## config.mk

```make
export PLATFORM = sky130hd
export DESIGN_NAME = apb_master_arbiter
export DESIGN_NICKNAME = d
export VERILOG_FILES = /design/src/rtl/apb_master_arbiter.sv
export SDC_FILE = /design/constraint.sdc
export NUM_CORES = 1
export LEC_CHECK = 0
export CORE_ASPECT_RATIO = 0.6
export CORE_MARGIN = 5
export CORE_UTILIZATION = 44
export DETAILED_ROUTE_END_ITERATION = 6
export DONT_BUFFER_PORTS = 1
export PLACE_DENSITY = 0.66
export SYNTH_ARGS = -nofsm -noshare
export SYNTH_HDL_FRONTEND = slang
export SYNTH_SLANG_ARGS = --single-unit
```

## constraint.sdc

```tcl
create_clock -name clk -period 3.1 [get_ports clk]
set_input_delay 0.465 -clock clk [delete_from_list [all_inputs] [get_ports clk]]
set_output_delay 0.465 -clock clk [all_outputs]
set_load 0.01 [all_outputs]
```

## src/rtl/apb_master_arbiter.sv

```systemverilog
// APB master shared by NUM_REQ requesters through a round-robin arbiter.
// One transfer in flight; SETUP/ACCESS sequencing with an ACCESS wait-state timeout.
module apb_master_arbiter #(
    parameter int APB_ADDR_WIDTH    = 32,
    parameter int APB_DATA_WIDTH    = 32,
    parameter int APB_SLAVE_DEVICES = 4,
    parameter int NUM_REQ           = 2,
    parameter int SEL_LSB           = 12,
    parameter int TIMEOUT           = 16
) (
    input  logic                                clk,
    input  logic                                rstn,
    input  logic [NUM_REQ-1:0]                  req,
    input  logic [NUM_REQ*APB_ADDR_WIDTH-1:0]   req_addr,
    input  logic [NUM_REQ-1:0]                  req_write,
    input  logic [NUM_REQ*APB_DATA_WIDTH-1:0]   req_wdata,
    input  logic [NUM_REQ*APB_DATA_WIDTH/8-1:0] req_strb,
    input  logic [NUM_REQ*3-1:0]                req_prot,
    output logic [NUM_REQ-1:0]                  done,
    output logic [APB_DATA_WIDTH-1:0]           rsp_rdata,
    output logic                                rsp_err,
    output logic [APB_ADDR_WIDTH-1:0]           addr,
    output logic [APB_SLAVE_DEVICES-1:0]        sels,
    output logic                                penable,
    output logic                                write,
    output logic [APB_DATA_WIDTH-1:0]           wdata,
    output logic [APB_DATA_WIDTH/8-1:0]         strb,
    output logic [2:0]                          prot,
    input  logic                                master_ready,
    input  logic [APB_DATA_WIDTH-1:0]           rdata,
    input  logic                                master_error_in
);
    // state  | meaning
    // IDLE   | no transfer in flight; arbitrate among pending requests
    // SETUP  | APB setup phase: select asserted, penable low, one cycle
    // ACCESS | APB access phase: wait for ready or wait-state timeout

    localparam int AW = APB_ADDR_WIDTH;
    localparam int DW = APB_DATA_WIDTH;
    localparam int SB = APB_DATA_WIDTH / 8;
    localparam int SW = $clog2(APB_SLAVE_DEVICES);
    localparam int IW = $clog2(NUM_REQ);
    localparam int CW = $clog2(TIMEOUT + 1);

    typedef enum logic [1:0] {IDLE, SETUP, ACCESS} state_t;

    state_t        state;
    state_t        state_nxt;
    logic [IW-1:0] rr_ptr;
    logic [IW-1:0] owner;
    logic [IW-1:0] gnt_idx;
    logic [IW-1:0] cand;
    logic          gnt_vld;
    logic          fin_ok;
    logic          fin_to;
    logic [CW-1:0] wait_cnt;

    // First pending requester at or after rr_ptr, wrapping around.
    always_comb begin
        gnt_vld = 1'b0;
        gnt_idx = '0;
        cand    = '0;
        for (int i = 0; i < NUM_REQ; i++) begin
            cand = (int'(rr_ptr) + i >= NUM_REQ) ? IW'(int'(rr_ptr) + i - NUM_REQ)
                                                 : IW'(int'(rr_ptr) + i);
            if (!gnt_vld && req[cand]) begin
                gnt_vld = 1'b1;
                gnt_idx = cand;
            end
        end
    end

    always_ff @(posedge clk or negedge rstn) begin
        if (!rstn) state <= IDLE;
        else       state <= state_nxt;
    end

    always_comb begin
        state_nxt = state;
        fin_ok    = 1'b0;
        fin_to    = 1'b0;
        unique case (state)
            IDLE:   if (gnt_vld) state_nxt = SETUP;
            SETUP:  state_nxt = ACCESS;
            ACCESS: begin
                if (master_ready) begin
                    fin_ok    = 1'b1;
                    state_nxt = IDLE;
                end else if (wait_cnt == CW'(TIMEOUT - 1)) begin
                    fin_to    = 1'b1;
                    state_nxt = IDLE;
                end
            end
            default: state_nxt = IDLE;
        endcase
    end

    always_ff @(posedge clk or negedge rstn) begin
        if (!rstn) begin
            rr_ptr    <= '0;
            owner     <= '0;
            wait_cnt  <= '0;
            done      <= '0;
            rsp_rdata <= '0;
            rsp_err   <= 1'b0;
            addr      <= '0;
            write     <= 1'b0;
            wdata     <= '0;
            strb      <= '0;
            prot      <= '0;
        end else begin
            done <= '0;
            if (state == IDLE && gnt_vld) begin
                owner    <= gnt_idx;
                rr_ptr   <= (gnt_idx == IW'(NUM_REQ - 1)) ? '0 : gnt_idx + IW'(1);
                addr     <= req_addr[int'(gnt_idx)*AW +: AW];
                write    <= req_write[gnt_idx];
                wdata    <= req_wdata[int'(gnt_idx)*DW +: DW];
                strb     <= req_write[gnt_idx] ? req_strb[int'(gnt_idx)*SB +: SB] : '0;
                prot     <= req_prot[int'(gnt_idx)*3 +: 3];
                wait_cnt <= '0;
            end
            if (state == ACCESS && !master_ready)
                wait_cnt <= wait_cnt + CW'(1);
            // A timed-out access reports an error with zeroed read data.
            if (fin_ok || fin_to) begin
                done[owner] <= 1'b1;
                rsp_rdata   <= (fin_ok && !write) ? rdata : '0;
                rsp_err     <= fin_to | master_error_in;
            end
        end
    end

    assign penable = (state == ACCESS);
    assign sels    = (state == SETUP || state == ACCESS)
                     ? (APB_SLAVE_DEVICES'(1) << addr[SEL_LSB +: SW]) : '0;

endmodule

```

Word-level counts from Yosys, hierarchy flattened
Cells that the tools add are included.

Order comparisons: 7. $mul: 1. Bitwise logic cells: 1. Shift-type cells: 5. Muxes and demuxes: 30. Reduce and logical (&&, ||, !) cells: 13. Add/sub/neg operators: 5. Equal/unequal tests: 5.

Operators with widths (number): $shiftx 64x7->32 (2); $mux 32 (1); $mux 1 (19); $mux 5 (2); $lt 1x2->1 const B (4); $mux 2 (4); $mux 4 (2); $shiftx 8x4->4 (1); $pmux 2 s3 (1); $shiftx 6x4->3 (1); $add 5x1->5 const B (1); $eq 5x4->1 const B (1); $logic_and 1x1->1 (5); $shl 1x2->4 const A (1); $logic_not 1->1 (3); $mul 1x2->3 const B (1); $ne 3x1->1 const B (1); $add 1x1->2 const B (1); $eq 2x1->1 const B (1); $eq 2x2->1 const B (1); $ge 1x2->1 const B (1); $ge 2x2->1 const B (1); $logic_not 2->1 (1); $logic_or 1x1->1 (2); other kinds (8) (9).

Register bits: 116. Word-level logic and storage cells: 79. Output and inout bits: 112.

Longest topological paths before layout
Depth in word-level cells: 11. Mapped depth: 8.

Least setup slack after synthesis
No wires, ideal clock.

Path kind: flip-flop to flip-flop. Start: reg wait_cnt[0]. End: reg rsp_rdata[11]. Stages on the path, launching flop included: 7. Setup time: 0.066 ns. Path slack: 1.372 ns. Data required time: 3.034 ns. Period minus slack after synthesis: 1.728 ns. Path buffers: 1. Data arrival time: 1.661 ns. Path through: dfrtp_1 -> ha_1 -> and3_1 -> ha_1 -> o21ai_1 -> buf_2 -> a22o_1.

Cells in the longest elaborated chain, start to end: 5.

RTL lines: start, declared (line 56) `logic [CW-1:0] wait_cnt;`; start signal, assigned (line 124) `wait_cnt <= wait_cnt + CW'(1);`; $eq 5x4->1 (line 89) `end else if (wait_cnt == CW'(TIMEOUT - 1)) begin`; $mux 1 (line 89); $mux 1 (line 86) `if (master_ready) begin`; $mux 1 (line 82) `unique case (state)`; $logic_or 1x1->1 (line 126) `if (fin_ok || fin_to) begin`; end signal, assigned (line 128) `rsp_rdata <= (fin_ok && !write) ? rdata : '0;`; end, declared (line 20) `output logic [APB_DATA_WIDTH-1:0] rsp_rdata,`.

Every way passes these cells. A chain may end at the register's enable or synchronous reset.

Worst setup path after layout
Start: reg state[0]. End: reg addr[5].

Cells in the longest elaborated chain, start to end: 2.

RTL lines: start, declared (line 47) `state_t state;`; start signal, assigned (line 75) `else state <= state_nxt;`; $logic_not 2->1 (line 113) `if (state == IDLE && gnt_vld) begin`; $logic_and 1x1->1 (line 113); end signal, assigned (line 116) `addr <= req_addr[int'(gnt_idx)*AW +: AW];`; end, declared (line 22) `output logic [APB_ADDR_WIDTH-1:0] addr,`.

Every way passes these cells.

==> summary.json <==
{
  "run_status": {"value": "finished, violations left"},
  "failing_checks": {"value": "negative hold slack"},
  "synthesized_instance_count": {"value": 453},
  "initial_standard_cell_utilization_of_the_core": {"value": 45.2, "unit": "%"},
  "overflow": {"value": 0},
  "max_cap_viol_count": {"value": 0},
  "finalWirelength": {"value": 13400, "unit": "µm"},
  "path_depth": {"value": 6},
  "sequential_cell_area": {"value": 0.00290, "unit": "mm²"},
  "grt_start_max_net_pins": {"value": 117},
  "slew_headroom": {"value": 52.2, "unit": "%"},
  "cp_data_required_time": {"value": 3.44, "unit": "ns"},
  "synthesis.yosys.warnings": {"value": 0},
  "die_height": {"value": 90.9, "unit": "µm"},
  "chipWidth": {"value": 145, "unit": "µm"},
  "syn_avg_cell_area": {"value": 10.6, "unit": "µm²"},
  "fin_worst_skew": {"value": 0.00817, "unit": "ns"},
  "drc": {"value": 0},
  "power.density_cell_area": {"value": 1200, "unit": "mW/mm²"},
  "clkLatencyLatePin": {"value": 0.40, "unit": "ns"},
  "design.die.area": {"value": 0.0132, "unit": "mm²"},
  "path_max_fanout": {"value": 37},
  "fin_nets": {"value": 636},
  "fp-row-count": {"value": 29},
  "numPlacedInstances": {"value": 568},
  "setup-tns-final": {"value": 0, "unit": "ns"},
  "fin_ws": {"value": 1.02, "unit": "ns"},
  "total_power_consumption": {"value": 6640, "unit": "µW"},
  "swShare": {"value": 37.3, "unit": "%"},
  "vias_in_the_first_global_route": {"value": 3623},
  "h-tree-depth": {"value": 4},
  "cp_slowest_stage_delay": {"value": 0.71, "unit": "ns"},
  "power.share.combinational": {"value": 23.8, "unit": "%"},
  "post-cts-setup-buffer-count": {"value": 0},
  "cpLargestDelayFamily": {"value": "simple AND/OR/NAND/NOR gates"},
  "p_int": {"value": 4170, "unit": "µW"},
  "cts_max_path_buffers": {"value": 2},
  "top_level_ports": {"value": 294},
  "first_pass_grt_wire_length": {"value": 20800, "unit": "µm"},
  "share_of_cells_above_drive_strength_1": {"value": 9.76, "unit": "%"},
  "via_count": {"value": 3529},
  "global_route.usage.total": {"value": 19.8, "unit": "%"},
  "slowest_stage": {"value": "and3_2"},
  "holdCritPathClass": {"value": "in2async"},
  "cts_num_sinks": {"value": 116},
  "grt_antenna_before_repair": {"value": 0},
  "layout.cells.most_common_list": {"value": "nand2_1 (151), dfrtp_1 (116), a22oi_1 (65), a22o_1 (33), clkbuf_16 (17)"},
  "placement.io_buffers": {"value": 0},
  "number_of_routed_nets_with_antenna_violations": {"value": 0},
  "yosysSeqAreaShare": {"value": 60.4, "unit": "%"},
  "category_of_the_critical_setup_timing_path": {"value": "reg2reg"},
  "power.ir.vdd_worst": {"value": 0.000528, "unit": "V"},
  "unrepaired_setup_endpoints_after_global_routing": {"value": "false"},
  "ys_ff_latch": {"value": 116},
  "clockPowerShare": {"value": 30.5, "unit": "%"},
  "multiInputGateArea": {"value": 0.00173, "unit": "mm²"},
  "worstMarginPinSlew": {"value": 0.717, "unit": "ns"},
  "crit_path_cell_trace": {"value": "inv_1, ha_1, and3_2, buf_12, a22oi_1, nand2_1"},
  "worst_setup_path_start_kind": {"value": "flop"},
  "layout_min_cycle_time": {"value": 2.08, "unit": "ns"},
  "fillers": {"value": 921},
  "p_leak": {"value": 0.00266, "unit": "µW"},
  "endpoint_kind": {"value": "flop"},
  "pwr-share-seq": {"value": 45.8, "unit": "%"},
  "path_clk_slew": {"value": 0.06, "unit": "ns"},
  "cts_tree": {"value": "built"},
  "syn_area": {"value": 0.00480, "unit": "mm²"},
  "synthesis.nets": {"value": 641},
  "first_pass_iters": {"value": 4},
  "stdcell_count": {"value": 600},
  "hpwl_detailed": {"value": 9840, "unit": "µm"},
  "mostFrequentLayoutCell": {"value": "nand2_1"},
  "routed_wl_per_cell": {"value": 22.3, "unit": "µm"},
  "place_congestion": {"value": 0.797},
  "finalSetupViolations": {"value": 0},
  "floorplan_core_area": {"value": 0.0106, "unit": "mm²"},
  "final_hold_viol_count": {"value": 116},
  "syn2layout_area_growth": {"value": 15.0, "unit": "%"},
  "clk_root_buffer_cell": {"value": "clkbuf_16"},
  "worstPathArrival": {"value": 2.41, "unit": "ns"},
  "numCtsBuffers": {"value": 17},
  "post-route-period-util": {"value": 67.0, "unit": "%"},
  "vias_per_cell": {"value": 5.88},
  "drtIter0Drc": {"value": 139},
  "post_cts.resized_instances": {"value": 0},
  "fmax": {"value": 481, "unit": "MHz"},
  "pre_cts_slack": {"value": 1.01, "unit": "ns"},
  "critical_path_buf_inv_count": {"value": 2},
  "timing.hold.ws": {"value": -0.243, "unit": "ns"},
  "stdcell_area": {"value": 0.00552, "unit": "mm²"},
  "antenna_cells": {"value": 0},
  "maxSlewViolCount": {"value": 0},
  "worst-r2r-cell-count": {"value": 6},
  "total_switching_power": {"value": 2480, "unit": "µW"},
  "count_of_cell_types_in_the_netlist": {"value": 30},
  "post_dp_cell_area": {"value": 0.00490, "unit": "mm²"}
}
[worst register-to-register path: cells and delay by family, from the launching register on]
kind                       cells  cell delay (ns)
buffers and inverters          2             0.41
DFF                            1             0.39
AOI/OAI and AO/OA              1             0.12
adders and majority gates      1             0.30
and+or+nand+nor                2             0.79
[power groups by stage]
stage / clock network [µW] / logic, µW / registers, µW
global placement: 0 / 1510 / 3070
global route: 2130 / 1800 / 3120
CTS: 2070 / 1600 / 3060
finish: 2020 / 1580 / 3040
floorplan: 0 / 1320 / 2840
detailed placement: 0 / 1600 / 3070
[metrics by stage]
step / hold slack (ns) / util (%)
6_report: -0.243 / 52.0
5_1_grt: -0.267 / 52.0
4_1_cts: -0.263 / 52.0
3_5_place_dp: 0.171 / 46.1
3_3_place_gp: 0.172 / 46.1
2_1_floorplan: 0.169 / -
[area by class of cell]
cell class	instances	share of cell area, %
sequential	116	52.5
multi-input combinational	300	31.3
clock buffer	17	7.70
clock inverter	15	3.51
tap	139	3.15
timing repair buffer	6	1.27
inverter	7	0.476
[layer usage]
metal	share of wire [%]	GRT usage, %	wire length [µm]
met1	38	23.7	5110
met5	0	0	0
met3	9.8	8.86	1320
met4	1.3	6.11	176
met2	51	32.4	6790
[cell families after synthesis]
family                     after synthesis  synth area share [%]
adders and majority gates                6                  1.56
DFF                                    116                  60.4
AOI/OAI and AO/OA                      117                  18.7
buffers and inverters                   37                  4.06
xor gates and xnor gates                 1                 0.182
and+or+nand+nor                        172                  14.2
muxes                                    4                 0.833
[final timing paths]
path,startpoint,endpoint,slack (ns)
setup / recovery,state[0]$_DFFE_PN0P_,addr[5]$_DFFE_PN0P_,1.02
hold / removal,rstn,prot[2]$_DFFE_PN0P_,-0.24
setup reg to reg,state[0]$_DFFE_PN0P_,addr[5]$_DFFE_PN0P_,1.02
hold reg to reg,owner$_DFFE_PN0P_,done[0]$_DFF_PN0_,0.46
max in group asynchronous,rstn,wdata[8]$_DFFE_PN0P_,3.18
min in group clk,req_addr[54],addr[22]$_DFFE_PN0P_,0.17
[cells in the mapped netlist]
cell,count,area share [%]
buf_4,3,0.47
o21ai_1,2,0.21
a21o_1,2,0.31
buf_2,11,1.1
nand2_1,151,12
clkbuf_2,1,0.10
mux2i_1,4,0.83
buf_6,4,0.94
nand3_1,3,0.31
clkbuf_1,11,0.86
xnor2_1,1,0.18
nor3b_1,1,0.16
a41oi_1,1,0.18
and3_1,3,0.39
a22oi_1,65,10
nand2b_1,2,0.26
and2b_1,1,0.16
inv_1,7,0.55
ha_1,6,1.6
nor3_2,1,0.21
dfrtp_1,116,60
nor3_1,1,0.10
and2_1,1,0.13
nor2_1,7,0.55
a22o_1,33,6.0
a21oi_1,1,0.10
nor2b_1,1,0.13
a22oi_2,2,0.52
o21ai_0,10,1.0
o32a_1,1,0.21
[sequential cells by signal, indices dropped and copies added (netlist names)]
register,count
rsp_rdata,32
state,2
addr,32
done,2
owner,1
wdata,32
strb,4
prot,3
write,1
rsp_err,1
wait_cnt,5
rr_ptr,1
(Power assumes the default switching activity.)
